File: config.mk
export PLATFORM = sky130hd
export DESIGN_NAME = serial_adder_flat
export DESIGN_NICKNAME = d
export VERILOG_FILES = /design/src/rtl/serial_adder_if.sv /design/src/rtl/serial_adder.sv /design/src/flat_wrapper.sv
export SDC_FILE = /design/constraint.sdc
export NUM_CORES = 1
export LEC_CHECK = 0
export ABC_AREA = 0
export CAP_MARGIN = 20
export CORE_UTILIZATION = 30
export DETAILED_ROUTE_END_ITERATION = 10
export PLACE_DENSITY = 0.57
export SKIP_LAST_GASP = 1
export SYNTH_ARGS = -nofsm -noshare
export SYNTH_HDL_FRONTEND = slang
export SYNTH_SLANG_ARGS = --single-unit
File: constraint.sdc
create_clock -name clk -period 1.9 [get_ports clk]
set_clock_uncertainty 0.15 [all_clocks]
set_input_delay 0.19 -clock clk [delete_from_list [all_inputs] [get_ports clk]]
set_output_delay 0.19 -clock clk [all_outputs]
set_load 0.1 [all_outputs]
File: src/rtl/serial_adder_if.sv
// Operand/result bundle for the bit-serial adder.
// The optional subtract control (sub) exists only when SERIAL_ADDER_SUB_EN is defined.
interface serial_adder_if #(
  parameter int WIDTH = 8
);
  logic             start;
  logic [WIDTH-1:0] op_a;
  logic [WIDTH-1:0] op_b;
  logic             cin;
`ifdef SERIAL_ADDER_SUB_EN
  logic             sub;
`endif
  logic             busy;
  logic             done;
  logic [WIDTH-1:0] sum;
  logic             cout;

  // Requester side: issues operands, observes status and result.
  modport master (
    output start, op_a, op_b, cin,
`ifdef SERIAL_ADDER_SUB_EN
    output sub,
`endif
    input  busy, done, sum, cout
  );

  // Adder side: consumes operands, drives status and result.
  modport slave (
    input  start, op_a, op_b, cin,
`ifdef SERIAL_ADDER_SUB_EN
    input  sub,
`endif
    output busy, done, sum, cout
  );
endinterface

File: src/rtl/serial_adder.sv
// Bit-serial LSB-first adder: one full-adder evaluation per clock, WIDTH
// add cycles per operation, result valid from DONE until the next start.
// Optional subtract mode is enabled by defining SERIAL_ADDER_SUB_EN.
module serial_adder #(
  parameter int WIDTH = 8
) (
  input  logic          clk,
  input  logic          rst,
  serial_adder_if.slave bus
);

  localparam int CNT_W = (WIDTH > 1) ? $clog2(WIDTH) : 1;
  localparam logic [CNT_W-1:0] LAST_BIT = CNT_W'(WIDTH - 1);

  typedef enum logic [1:0] {
    IDLE = 2'd0,
    ADD  = 2'd1,
    DONE = 2'd2
  } state_t;

  state_t           state_reg, state_next;
  logic [WIDTH-1:0] sha_reg, sha_next;
  logic [WIDTH-1:0] shb_reg, shb_next;
  logic [WIDTH-1:0] sum_reg, sum_next;
  logic             carry_reg, carry_next;
  logic [CNT_W-1:0] cnt_reg, cnt_next;

  // Full-adder cell operands: current LSBs and the registered carry.
  logic fa_a, fa_b, fa_sum, fa_carry;
  assign fa_a     = sha_reg[0];
  assign fa_b     = shb_reg[0];
  assign fa_sum   = fa_a ^ fa_b ^ carry_reg;
  assign fa_carry = (fa_a & fa_b) | (fa_a & carry_reg) | (fa_b & carry_reg);

  // Sum register shifted right by one with the new bit entering at the MSB.
  logic [WIDTH-1:0] sum_shift;
  genvar gi;
  generate
    for (gi = 0; gi < WIDTH - 1; gi++) begin : g_sum_shift
      assign sum_shift[gi] = sum_reg[gi+1];
    end
  endgenerate
  assign sum_shift[WIDTH-1] = fa_sum;

  // Operand B and carry seed as loaded on an accepted start.
  logic [WIDTH-1:0] load_b;
  logic             load_carry;
`ifdef SERIAL_ADDER_SUB_EN
  // Subtraction is a + ~b + 1, so the caller's carry-in is ignored.
  assign load_b     = bus.sub ? ~bus.op_b : bus.op_b;
  assign load_carry = bus.sub ? 1'b1 : bus.cin;
`else
  assign load_b     = bus.op_b;
  assign load_carry = bus.cin;
`endif

  // State and datapath registers; reset aborts any operation in flight.
  always_ff @(posedge clk or posedge rst) begin
    if (rst) begin
      state_reg <= IDLE;
      sha_reg   <= '0;
      shb_reg   <= '0;
      sum_reg   <= '0;
      carry_reg <= 1'b0;
      cnt_reg   <= '0;
    end else begin
      state_reg <= state_next;
      sha_reg   <= sha_next;
      shb_reg   <= shb_next;
      sum_reg   <= sum_next;
      carry_reg <= carry_next;
      cnt_reg   <= cnt_next;
    end
  end

  // Next-state and datapath update; everything holds unless a state acts.
  always_comb begin
    state_next = state_reg;
    sha_next   = sha_reg;
    shb_next   = shb_reg;
    sum_next   = sum_reg;
    carry_next = carry_reg;
    cnt_next   = cnt_reg;
    case (state_reg)
      IDLE: begin
        if (bus.start) begin
          sha_next   = bus.op_a;
          shb_next   = load_b;
          carry_next = load_carry;
          cnt_next   = '0;
          sum_next   = '0;
          state_next = ADD;
        end
      end
      ADD: begin
        sha_next   = sha_reg >> 1;
        shb_next   = shb_reg >> 1;
        sum_next   = sum_shift;
        carry_next = fa_carry;
        cnt_next   = cnt_reg + CNT_W'(1);
        if (cnt_reg == LAST_BIT) begin
          state_next = DONE;
        end
      end
      DONE: begin
        state_next = IDLE;
      end
      default: begin
        state_next = IDLE;
      end
    endcase
  end

  // The carry register already holds the final carry once ADD completes
  // and is not touched again until the next accepted start.
  assign bus.busy = (state_reg == ADD);
  assign bus.done = (state_reg == DONE);
  assign bus.sum  = sum_reg;
  assign bus.cout = carry_reg;

endmodule

File: src/flat_wrapper.sv
// flat-port wrapper written by rule: the top's interface ports become plain ports
module serial_adder_flat 
#(
  parameter int WIDTH = 8
)
  (clk, rst, bus_start, bus_op_a, bus_op_b, bus_cin, bus_busy, bus_done, bus_sum, bus_cout);
  serial_adder_if #(.WIDTH(WIDTH)) bus_i ();
  input  logic clk;
  input  logic rst;
  input wire logic [$bits(bus_i.start)-1:0] bus_start;
  input wire logic [$bits(bus_i.op_a)-1:0] bus_op_a;
  input wire logic [$bits(bus_i.op_b)-1:0] bus_op_b;
  input wire logic [$bits(bus_i.cin)-1:0] bus_cin;
  output wire logic [$bits(bus_i.busy)-1:0] bus_busy;
  output wire logic [$bits(bus_i.done)-1:0] bus_done;
  output wire logic [$bits(bus_i.sum)-1:0] bus_sum;
  output wire logic [$bits(bus_i.cout)-1:0] bus_cout;
  assign bus_i.start = bus_start;
  assign bus_i.op_a = bus_op_a;
  assign bus_i.op_b = bus_op_b;
  assign bus_i.cin = bus_cin;
  assign bus_busy = bus_i.busy;
  assign bus_done = bus_i.done;
  assign bus_sum = bus_i.sum;
  assign bus_cout = bus_i.cout;
  serial_adder #(.WIDTH(WIDTH)) u_core (.clk(clk), .rst(rst), .bus(bus_i));
endmodule
Word level (Yosys, flattened, before mapping):

Cells that the tools add are included.
Widths: inputs -> output; s select.

* muxes and demuxes: 13
* equal/unequal tests: 5
* bitwise logic cells: 7
* $add $sub $neg: 1
* reduce and logical (&&, ||, !) cells: 4

Operators by type and width (number)
* $pmux 8 s2: 3
* $mux 8: 3
* $pmux 3 s2: 1
* $mux 2: 2
* $pmux 2 s2: 1
* $reduce_and 2->1: 2
* $add 3x1->3 const B: 1
* $and 1x1->1: 3
* $eq 3x3->1 const B: 1
* $mux 3: 1
* $eq 2x1->1 const B: 1
* $eq 2x2->1 const B: 1
* $logic_not 2->1: 1
* $ne 2x1->1 const B: 1
* $ne 2x2->1 const B: 1
* $or 1x1->1: 2
* $pmux 1 s2: 1
* $reduce_bool 2->1: 1
* $xor 1x1->1: 2
* $mux 1: 1

* output and inout bits: 11
* flip-flop bits (word level): 30

Longest topological paths before layout:

Gate-level depths: netlist (run 1).

* depth in word-level cells: 4
* gate-level depth with buffers: 4

Worst setup path before layout (run 1):

Ideal clock, no wire load.

* path kind: reg-to-output
* from: register u_core.state_reg[1]
* to: output bus_done
* path slack: -0.457 ns
* arrival time: 2.017 ns
* stages on the path, launching flop included: 3
* path through: dfrtp_1 clkbuf_1 nor2b_1

* word-level cells in the longest chain between the ends: 1

RTL lines
* start, declared: RTL line serial_adder.sv:21 `state_t state_reg, state_next;`
* start signal, assigned: RTL line serial_adder.sv:67 `state_reg <= state_next;`
* $eq 2x2->1: RTL line serial_adder.sv:117 `assign bus.done = (state_reg == DONE);`
* end, declared: RTL line flat_wrapper.sv:15 `output wire logic [$bits(bus_i.done)-1:0] bus_done;`

No other way between the ends.

Worst setup path after layout (run 1):

* from: register u_core.state_reg[1]
* to: output bus_busy

* word-level cells in the longest chain between the ends: 1

RTL lines
* $eq 2x1->1: RTL line serial_adder.sv:116 `assign bus.busy = (state_reg == ADD);`
* end, declared: RTL line flat_wrapper.sv:14 `output wire logic [$bits(bus_i.busy)-1:0] bus_busy;`

No other way between the ends.

==> impl_metrics.toml, run 1 <==
[global_route]
grt_pass1_vias = 1066
grt_overflow_total = 0
grt_first_pass_wirelength_um = 5257
track_usage_pct = 14.03
antenna_found_initial = 0
grt_max_degree = 31

[pwr]
ir_worst_vdd_uv = 686.1
power.density_nw_per_um2 = 1849
p_total_mw = 3.483
leakagePower_nw = 0.8275

[sta]
final_hold_viol_count = 0
slew_headroom_pct = 75.26
period_share_pct = 91.69
drv_slew = 0
max_freq_mhz = 574.0
tightest_slew_ps = 366.0
fin_crit_ps = 1742
setup_violations = 0
setup_tns_ps = 0
setup_ws_ps = 157.8
rsz0062_at_grt = "false"

[routing]
viasPerCell = 5.313
dr.pass1.iters = 4
route.detailed.drc = 0
first_iter_violations = 39
ant_nets = 0
detail_route.wl_per_cell_um = 15.57
routed_wl_um = 2990
vias = 1020

[floorplan]
boundaryPins = 31
die_h_um = 70.01
core_area_um2 = 4414
rows = 24
die_w_um = 70.01
die-area_um2 = 4901
initial_core_util_pct = 31.43

[place]
place_hpwl_um = 1998
place_congestion = 0.6636
pre_cts_ws_ps = 179.3
numPortBuffers = 30
dp_cells = 184

[finish]
final_nets = 162
antennaDiodeCount = 0
syn_to_final_growth_pct = 35.80
layout.cells.non_filler = 192
drive_above_1_share_pct = 29.29
n_fill_cell = 421
fin_util_pct = 42.69

[setup_path]
path_class = "flip-flop to primary output"
crit_chain = "nand2b_1, inv_4, buf_12"
critPathSlowestCell = "dfrtp_2"
cp_max_fo = 17
crit_path_end_kind = "primary output"
worst_ep_arrival_time_ps = 1400
worst_ep_required_time_ps = 1560
slowest_delay_ps = 510
r2r_slack_ps = 390
startpoint_type = "flip-flop"

[cts]
clock_latency_ps = 280
root_buffer = "clkbuf_8"
clk_path_buf_depth = 2
clock_sinks = 30
clk_pin_slew_worst_paths_ps = 60
htreeDepth = 2
cts_setup_buffers = 0
cts_buffers = 5
cts_tree = "built"

[logic_synthesis]
synth_edf_count = 0
synth_largest_area_cell = "dfrtp_1"
netlist_top_cells_area = "dfrtp_1 54%, o221a_2 8.1%, or4b_1 7.2%"
ys_seq_elements = 30
ys_seq_area_share_pct = 54.10
async_reset_ff_share_pct = 100.0
netlist_area_um2 = 1388
synth.avg_cell_area_um2 = 13.22
yosys_most_used_dff = "dfrtp_1"
yosysWarnings = 0
synth_nets = 128
synth_top_cell_area_share_pct = 54.10
synthCells = 105
yosysUniqueCellTypes = 24

[run_status]
status = "finished clean"

[job]
drv_cap = 0

[min_path]
hp-class = "primary input to asynchronous set/reset pin"
==> logic make-up (layout without fill, tap and decap cells) <==
family | count (synthesis) | count (layout) | share of synthesized area (%)
AO/OA/AOI/OAI | 30 | 30 | 21.28
adder cells (fa/ha/maj) | 3 | 3 | 3.246
buffers and inverters | 19 | 54 | 6.402
flip-flops | 30 | 30 | 54.10
multiplexers | 1 | 1 | 0.7214
AND/OR/NAND/NOR | 22 | 22 | 14.25
==> placed cells by master (no fill, tap or decap) <==
master	count
ha_1	2
fa_1	1
buf_12	5
o2bb2ai_1	1
dfrtp_1	28
inv_1	8
clkbuf_8	6
a21oi_1	1
a221oi_1	5
buf_4	13
nor4bb_1	2
a22o_1	9
nor4b_1	5
nand2b_1	1
clkdlybuf4s50_1	19
nor2b_2	1
or4b_1	10
and2_1	1
nor3b_1	2
clkbuf_1	1
clkinv_2	1
mux2i_1	1
dfrtp_2	2
o221a_2	10
a211o_1	2
o21ba_2	1
inv_4	1
o21bai_4	1
==> synthesized netlist by cell type, drive strengths merged, types with 2 or more instances <==
| cell | n |
|---|---|
| a221oi | 5 |
| nor4bb | 2 |
| buf | 9 |
| inv | 9 |
| a22o | 9 |
| dfrtp | 30 |
| or4b | 10 |
| a211o | 2 |
| nor3b | 2 |
| ha | 2 |
| o221a | 10 |
| nor4b | 5 |
==> layer usage <==
layer | global-route usage (%) | wire [µm] | up-vias
met4 | 5.333 | 27 | 0
li1 | - | - | 484
met1 | 17.19 | 1396 | 504
met5 | 0 | 0 | -
met3 | 4.473 | 140 | 4
met2 | 22.97 | 1426 | 28
==> worst paths after layout <==
path	from	to	cells after the start
setup / recovery	u_core.state_reg[1]	bus_busy	3
hold / removal	rst	u_core.sha_reg[3]	3
setup reg to reg	u_core.state_reg[0]	u_core.sha_reg[2]	3
hold reg to reg	u_core.cnt_reg[0]	u_core.cnt_reg[0]	1
max in group asynchronous	rst	u_core.bus.cout	3
min in group clk	u_core.cnt_reg[0]	u_core.cnt_reg[0]	1
==> power breakdown <==
part	switching (mW)	internal (mW)
Clock	0.232	0.292
Combinational	1.14	0.691
Sequential	0.195	0.931
==> area by class of cell <==
| cell class | instances | area (µm²) | share of cell area (%) |
|---|---|---|---|
| flip-flops and latches | 30 | 753.2 | 39.97 |
| inverters | 9 | 36.28 | 1.926 |
| repair buffers | 37 | 387.9 | 20.58 |
| clock inverters | 1 | 5.005 | 0.2656 |
| clock buffers | 7 | 86.33 | 4.582 |
| multi-input cells | 56 | 550.5 | 29.22 |
| well taps | 52 | 65.06 | 3.453 |
==> worst max-delay path: cells and delay by family (launching register included) <==
| family | cells | cell delay (ps) |
|---|---|---|
| buf+inv | 2 | 380 |
| flops | 1 | 510 |
| simple gates | 1 | 230 |
==> per-stage QoR <==
| step | hold slack, ps | instance area, µm² |
|---|---|---|
| floorplan | 130.7 | 1391 |
| global placement | 330.4 | 1789 |
| detailed placement | 335.8 | 1789 |
| CTS | 144.8 | 1883 |
| global route | 174.2 | 1884 |
| finish | 136.4 | 1884 |
==> timing repair <==
| action | 4_1_cts | 5_1_grt |
|---|---|---|
| gates resized for setup | 1 | 1 |
| pin swaps | 0 | 0 |
| setup endpoints to repair | 1 | 2 |
| hold buffers | 0 | 0 |
| gates cloned | 0 | 0 |
Power figures use the tool's default switching activity.
==> run 2, diff against run 1 <==
--- a/config.mk
+++ b/config.mk
@@ -9,7 +9,9 @@
 export CAP_MARGIN = 20
 export CORE_UTILIZATION = 30
 export DETAILED_ROUTE_END_ITERATION = 10
+export HOLD_SLACK_MARGIN = 0.1
 export PLACE_DENSITY = 0.57
+export SETUP_SLACK_MARGIN = 0.2
 export SKIP_LAST_GASP = 1
 export SYNTH_ARGS = -nofsm -noshare
 export SYNTH_HDL_FRONTEND = slang
==> run 2 against run 1 <==
Against the previous run: final cell count rose by 3.6%; final area increased by 3.6%; sequential share of layout area is 1.3 points lower; via count rose by 3.7%; die area is the same; worst setup slack improved by 110 ps; routed wire length decreased by 0.33%; fmax grew 6.6%; critical path type unchanged; highest routed layer unchanged.
==> impl_metrics.toml, run 2 (same netlist as run 1, synthesis figures left out) <==
[run_status]
status = "finished clean"

[routing]
viasPerCell = 5.317
first_iter_violations = 36
vias = 1058
ant_nets = 0
route.detailed.drc = 0
dr.pass1.iters = 2
detail_route.wl_per_cell_um = 14.97
routed_wl_um = 2980

[floorplan]
rows = 24
die-area_um2 = 4901
die_h_um = 70.01
initial_core_util_pct = 31.43
core_area_um2 = 4414
die_w_um = 70.01
boundaryPins = 31

[finish]
final_nets = 169
regArea_um2 = 755.7
layout_common_cells = "28 x dfrtp_1, 19 x clkdlybuf4s50_1, 17 x buf_4, 10 x or4b_1, 10 x o221a_2"
n_fill_cell = 434
multi_input_area_um2 = 555.5
drive_above_1_share_pct = 30.61
syn_to_final_growth_pct = 40.67
antennaDiodeCount = 0
layout_commonest_cell = "dfrtp_1"

[job]
drv_cap = 0

[setup_path]
worst_ep_required_time_ps = 1560
worst_ep_arrival_time_ps = 1290
path_class = "flip-flop to primary output"
crit_path_end_kind = "primary output"
r2r_slack_ps = 330
cp_max_fo = 20
startpoint_type = "flip-flop"

[place]
place_hpwl_um = 2027
pre_cts_ws_ps = 186.2
numPortBuffers = 30
place_congestion = 0.7841

[global_route]
grt_pass1_vias = 1035
antenna_found_initial = 0
grt_max_degree = 22
track_usage_pct = 13.40
grt_first_pass_wirelength_um = 5043
grt_overflow_total = 0

[sta]
setup_tns_ps = 0
max_freq_mhz = 612.0
rsz0062_at_grt = "false"
period_share_pct = 86.00
slew_headroom_pct = 75.62
setup_violations = 0
final_hold_viol_count = 0
fin_crit_ps = 1634
drv_slew = 0
tightest_slew_ps = 365.3
hold_slack_ps = 336.4
setup_ws_ps = 266.0

[cts]
clock_sinks = 30
cts_tree = "built"
clock_latency_ps = 280
htreeDepth = 2
root_buffer = "clkbuf_8"
clk_path_buf_depth = 2
cts_buffers = 5
clk_pin_slew_worst_paths_ps = 60

[pwr]
ir_worst_vdd_uv = 585.4
leakagePower_nw = 0.8595
power.density_nw_per_um2 = 1814

[min_path]
hp-class = "flip-flop to flip-flop"
[run 2: final timing paths]
| kind | start | to | cells past startpoint |
|---|---|---|---|
| max | u_core.state_reg[0] | bus_done | 4 |
| min | u_core.cnt_reg[0] | u_core.cnt_reg[0] | 1 |
| max reg2reg | u_core.state_reg[1] | u_core.sha_reg[3] | 3 |
| min reg2reg | u_core.cnt_reg[0] | u_core.cnt_reg[0] | 1 |
| max in group asynchronous | rst | u_core.shb_reg[2] | 4 |
| min in group asynchronous | rst | u_core.bus.cout | 3 |
[run 2: layer usage]
layer  share of wire (%)  vias to the layer above  GRT usage, %
li1                    -                      492             -
met1                  47                      535         17.24
met2                  46                       25         20.73
met3                 4.7                        6         5.339
met4                 1.3                        0         4.000
met5                   0                        -             0
[run 2: worst max-delay path: stages, from the launching register on]
cell and delay [ps]:
dfrtp_1 370, buf_6 160, buf_4 170, nor2b_4 120, buf_12 180
[run 2: timing repair]
item,CTS,global route
gates resized for setup,2,1
pin swaps,0,0
endpoints found under the hold margin,7,0
setup endpoints to repair,2,2
hold buffers,1,0
setup buffers,2,2
[run 2: cell type report]
| type | count | area share [%] |
|---|---|---|
| Timing Repair Buffer | 44 | 23.53 |
| Multi-Input combinational cell | 56 | 28.46 |
| Clock buffer | 8 | 4.103 |
| Sequential cell | 30 | 38.72 |
| Inverter | 9 | 1.859 |
| Tap cell | 52 | 3.333 |
[run 2: metrics by stage]
stage / instance area (µm²) / total power, mW / std cells / utilization [%]
finish: 1952 / 3.541 / 199 / 44.22
global placement: 1824 / 2.977 / 186 / 41.33
detailed placement: 1824 / 3.031 / 186 / 41.33
global route: 1952 / 3.766 / 199 / 44.22
floorplan: 1399 / 2.495 / 105 / -
CTS: 1933 / 3.557 / 197 / 43.79
[run 2: power breakdown]
group | switching, mW | internal, mW | total (mW)
registers | 0.184 | 0.936 | 1.12
clock network | 0.220 | 0.259 | 0.479
logic | 1.17 | 0.768 | 1.94
total | 1.58 | 1.96 | 3.54
==> run 3, diff against run 2 <==
--- a/config.mk
+++ b/config.mk
@@ -7,7 +7,9 @@
 export LEC_CHECK = 0
 export ABC_AREA = 0
 export CAP_MARGIN = 20
+export CORE_MARGIN = 4
 export CORE_UTILIZATION = 30
+export CTS_CLUSTER_DIAMETER = 120
 export DETAILED_ROUTE_END_ITERATION = 10
 export HOLD_SLACK_MARGIN = 0.1
 export PLACE_DENSITY = 0.57
==> run 3 against run 2 <==
Against the previous run: first-iteration DRC count is 67% higher; core utilization down 0.51 points; final area down 1.2%; final cell count is 3.5% lower; clock power rose by 24%; sequential share of layout area is 0.39 points higher; via count is 3.8% lower; critical path depth stayed put; worst setup slack improved by 49 ps; sequential power barely moved; combinational power about the same.
==> impl_metrics.toml, run 3 (same netlist as run 1, synthesis figures left out) <==
[setup_path]
r2r_cells = 3
crit_chain = "buf_4, nand2b_4, inv_4, buf_12"
slowest_delay_ps = 350
path_class = "flip-flop to primary output"
critPathSlowestCell = "dfrtp_1"
startpoint_type = "flip-flop"
crit_path_end_kind = "primary output"
critPathTopFamily = "buffers and inverters"
r2r_slack_ps = 390
cp.depth = 4
path_buf_inv = 3
cp_max_fo = 23
worst_ep_required_time_ps = 1560
worst_ep_arrival_time_ps = 1250

[routing]
ant_nets = 0
dr.pass1.iters = 4
route.detailed.drc = 0
vias = 1018
detail_route.wl_per_cell_um = 15.63
first_iter_violations = 60
routed_wl_um = 3000
viasPerCell = 5.302

[floorplan]
die_h_um = 76.01
die_w_um = 76.01
boundaryPins = 31
initial_core_util_pct = 31.43
rows = 24
die-area_um2 = 5778
core_area_um2 = 4414

[cts]
cts_tree = "built"
ctsHoldBuffers = 0
cts_buffers = 5
clock_latency_ps = 270
clk_path_buf_depth = 2
clk_pin_slew_worst_paths_ps = 60
htreeDepth = 2
clock_sinks = 30
root_buffer = "clkbuf_8"

[finish]
multi_input_area_um2 = 563.0
syn_to_final_growth_pct = 39.04
stdcell_area_um2 = 1929
drive_above_1_share_pct = 30.00
antennaDiodeCount = 0
regArea_um2 = 754.5
final_nets = 162
layout_commonest_cell = "dfrtp_1"
layout_common_cells = "29 x dfrtp_1, 19 x clkdlybuf4s50_1, 12 x buf_4, 10 x or4b_1, 10 x o221a_2"
n_fill_cell = 415

[place]
place_hpwl_um = 2018
place_area_um2 = 1802
pre_cts_ws_ps = 186.6
numPortBuffers = 30
place_congestion = 0.7401

[global_route]
grt_max_degree = 31
grt_first_pass_wirelength_um = 5237
grt_pass1_vias = 1072
grt_overflow_total = 0
track_usage_pct = 10.83
antenna_found_initial = 0

[sta]
setup_ws_ps = 314.8
setup_tns_ps = 0
setup_violations = 0
max_freq_mhz = 630.8
drv_slew = 0
rsz0062_at_grt = "false"
slew_headroom_pct = 74.37
final_hold_viol_count = 0
period_share_pct = 83.43
tightest_slew_ps = 384.5
fin_crit_ps = 1585

[pwr]
power.density_nw_per_um2 = 1873
ir_worst_vdd_uv = 563.7
leakagePower_nw = 0.8452

[run_status]
status = "finished clean"

[job]
drv_cap = 0

[min_path]
hp-class = "primary input to asynchronous set/reset pin"
-- run 3: layout make-up --
type | instances | share of cell area (%)
Clock buffer | 8 | 5.707
Multi-Input combinational cell | 56 | 29.18
Tap cell | 52 | 3.372
Inverter | 9 | 1.881
Sequential cell | 30 | 39.11
Timing Repair Buffer | 37 | 20.75
-- run 3: power by group --
part | switching (mW) | internal [mW]
combinational | 1.18 | 0.733
clock | 0.226 | 0.365
sequential | 0.174 | 0.935
-- run 3: final timing paths --
kind | startpoint | end
min in group clk | u_core.cnt_reg[0] | u_core.cnt_reg[0]
max in group asynchronous | rst | u_core.bus.cout
hold reg to reg | u_core.cnt_reg[0] | u_core.cnt_reg[0]
setup reg to reg | u_core.state_reg[0] | u_core.sha_reg[6]
setup / recovery | u_core.state_reg[1] | bus_busy
hold / removal | rst | u_core.shb_reg[2]
-- run 3: metal layers --
layer / GRT usage, % / wire [µm]
met4: 3.737 / 29
met2: 15.67 / 1389
met5: 0 / 0
met1: 15.32 / 1400
met3: 3.191 / 181
-- run 3: what timing repair did --
| action | CTS | global route |
|---|---|---|
| resized for setup | 1 | 1 |
| buffers inserted | 1 | 0 |
| pin swaps | 0 | 0 |
| endpoints found under the setup margin | 1 | 1 |
-- run 3: stage by stage --
stage	hold WS (ps)	util (%)	cells	power [mW]
2_1_floorplan	130.8	-	105	2.495
3_3_place_gp	321.7	40.82	183	2.965
3_5_place_dp	337.3	40.82	183	3.017
4_1_cts	163.4	43.54	192	3.640
5_1_grt	191.6	43.71	192	3.819
6_report	141.2	43.71	192	3.614
-- run 3: worst reg2reg max path, cell delays in order (launching register included) --
cell     delay (ps)
dfrtp_1         370
buf_4           220
or4b_1          530
o221a_2         140
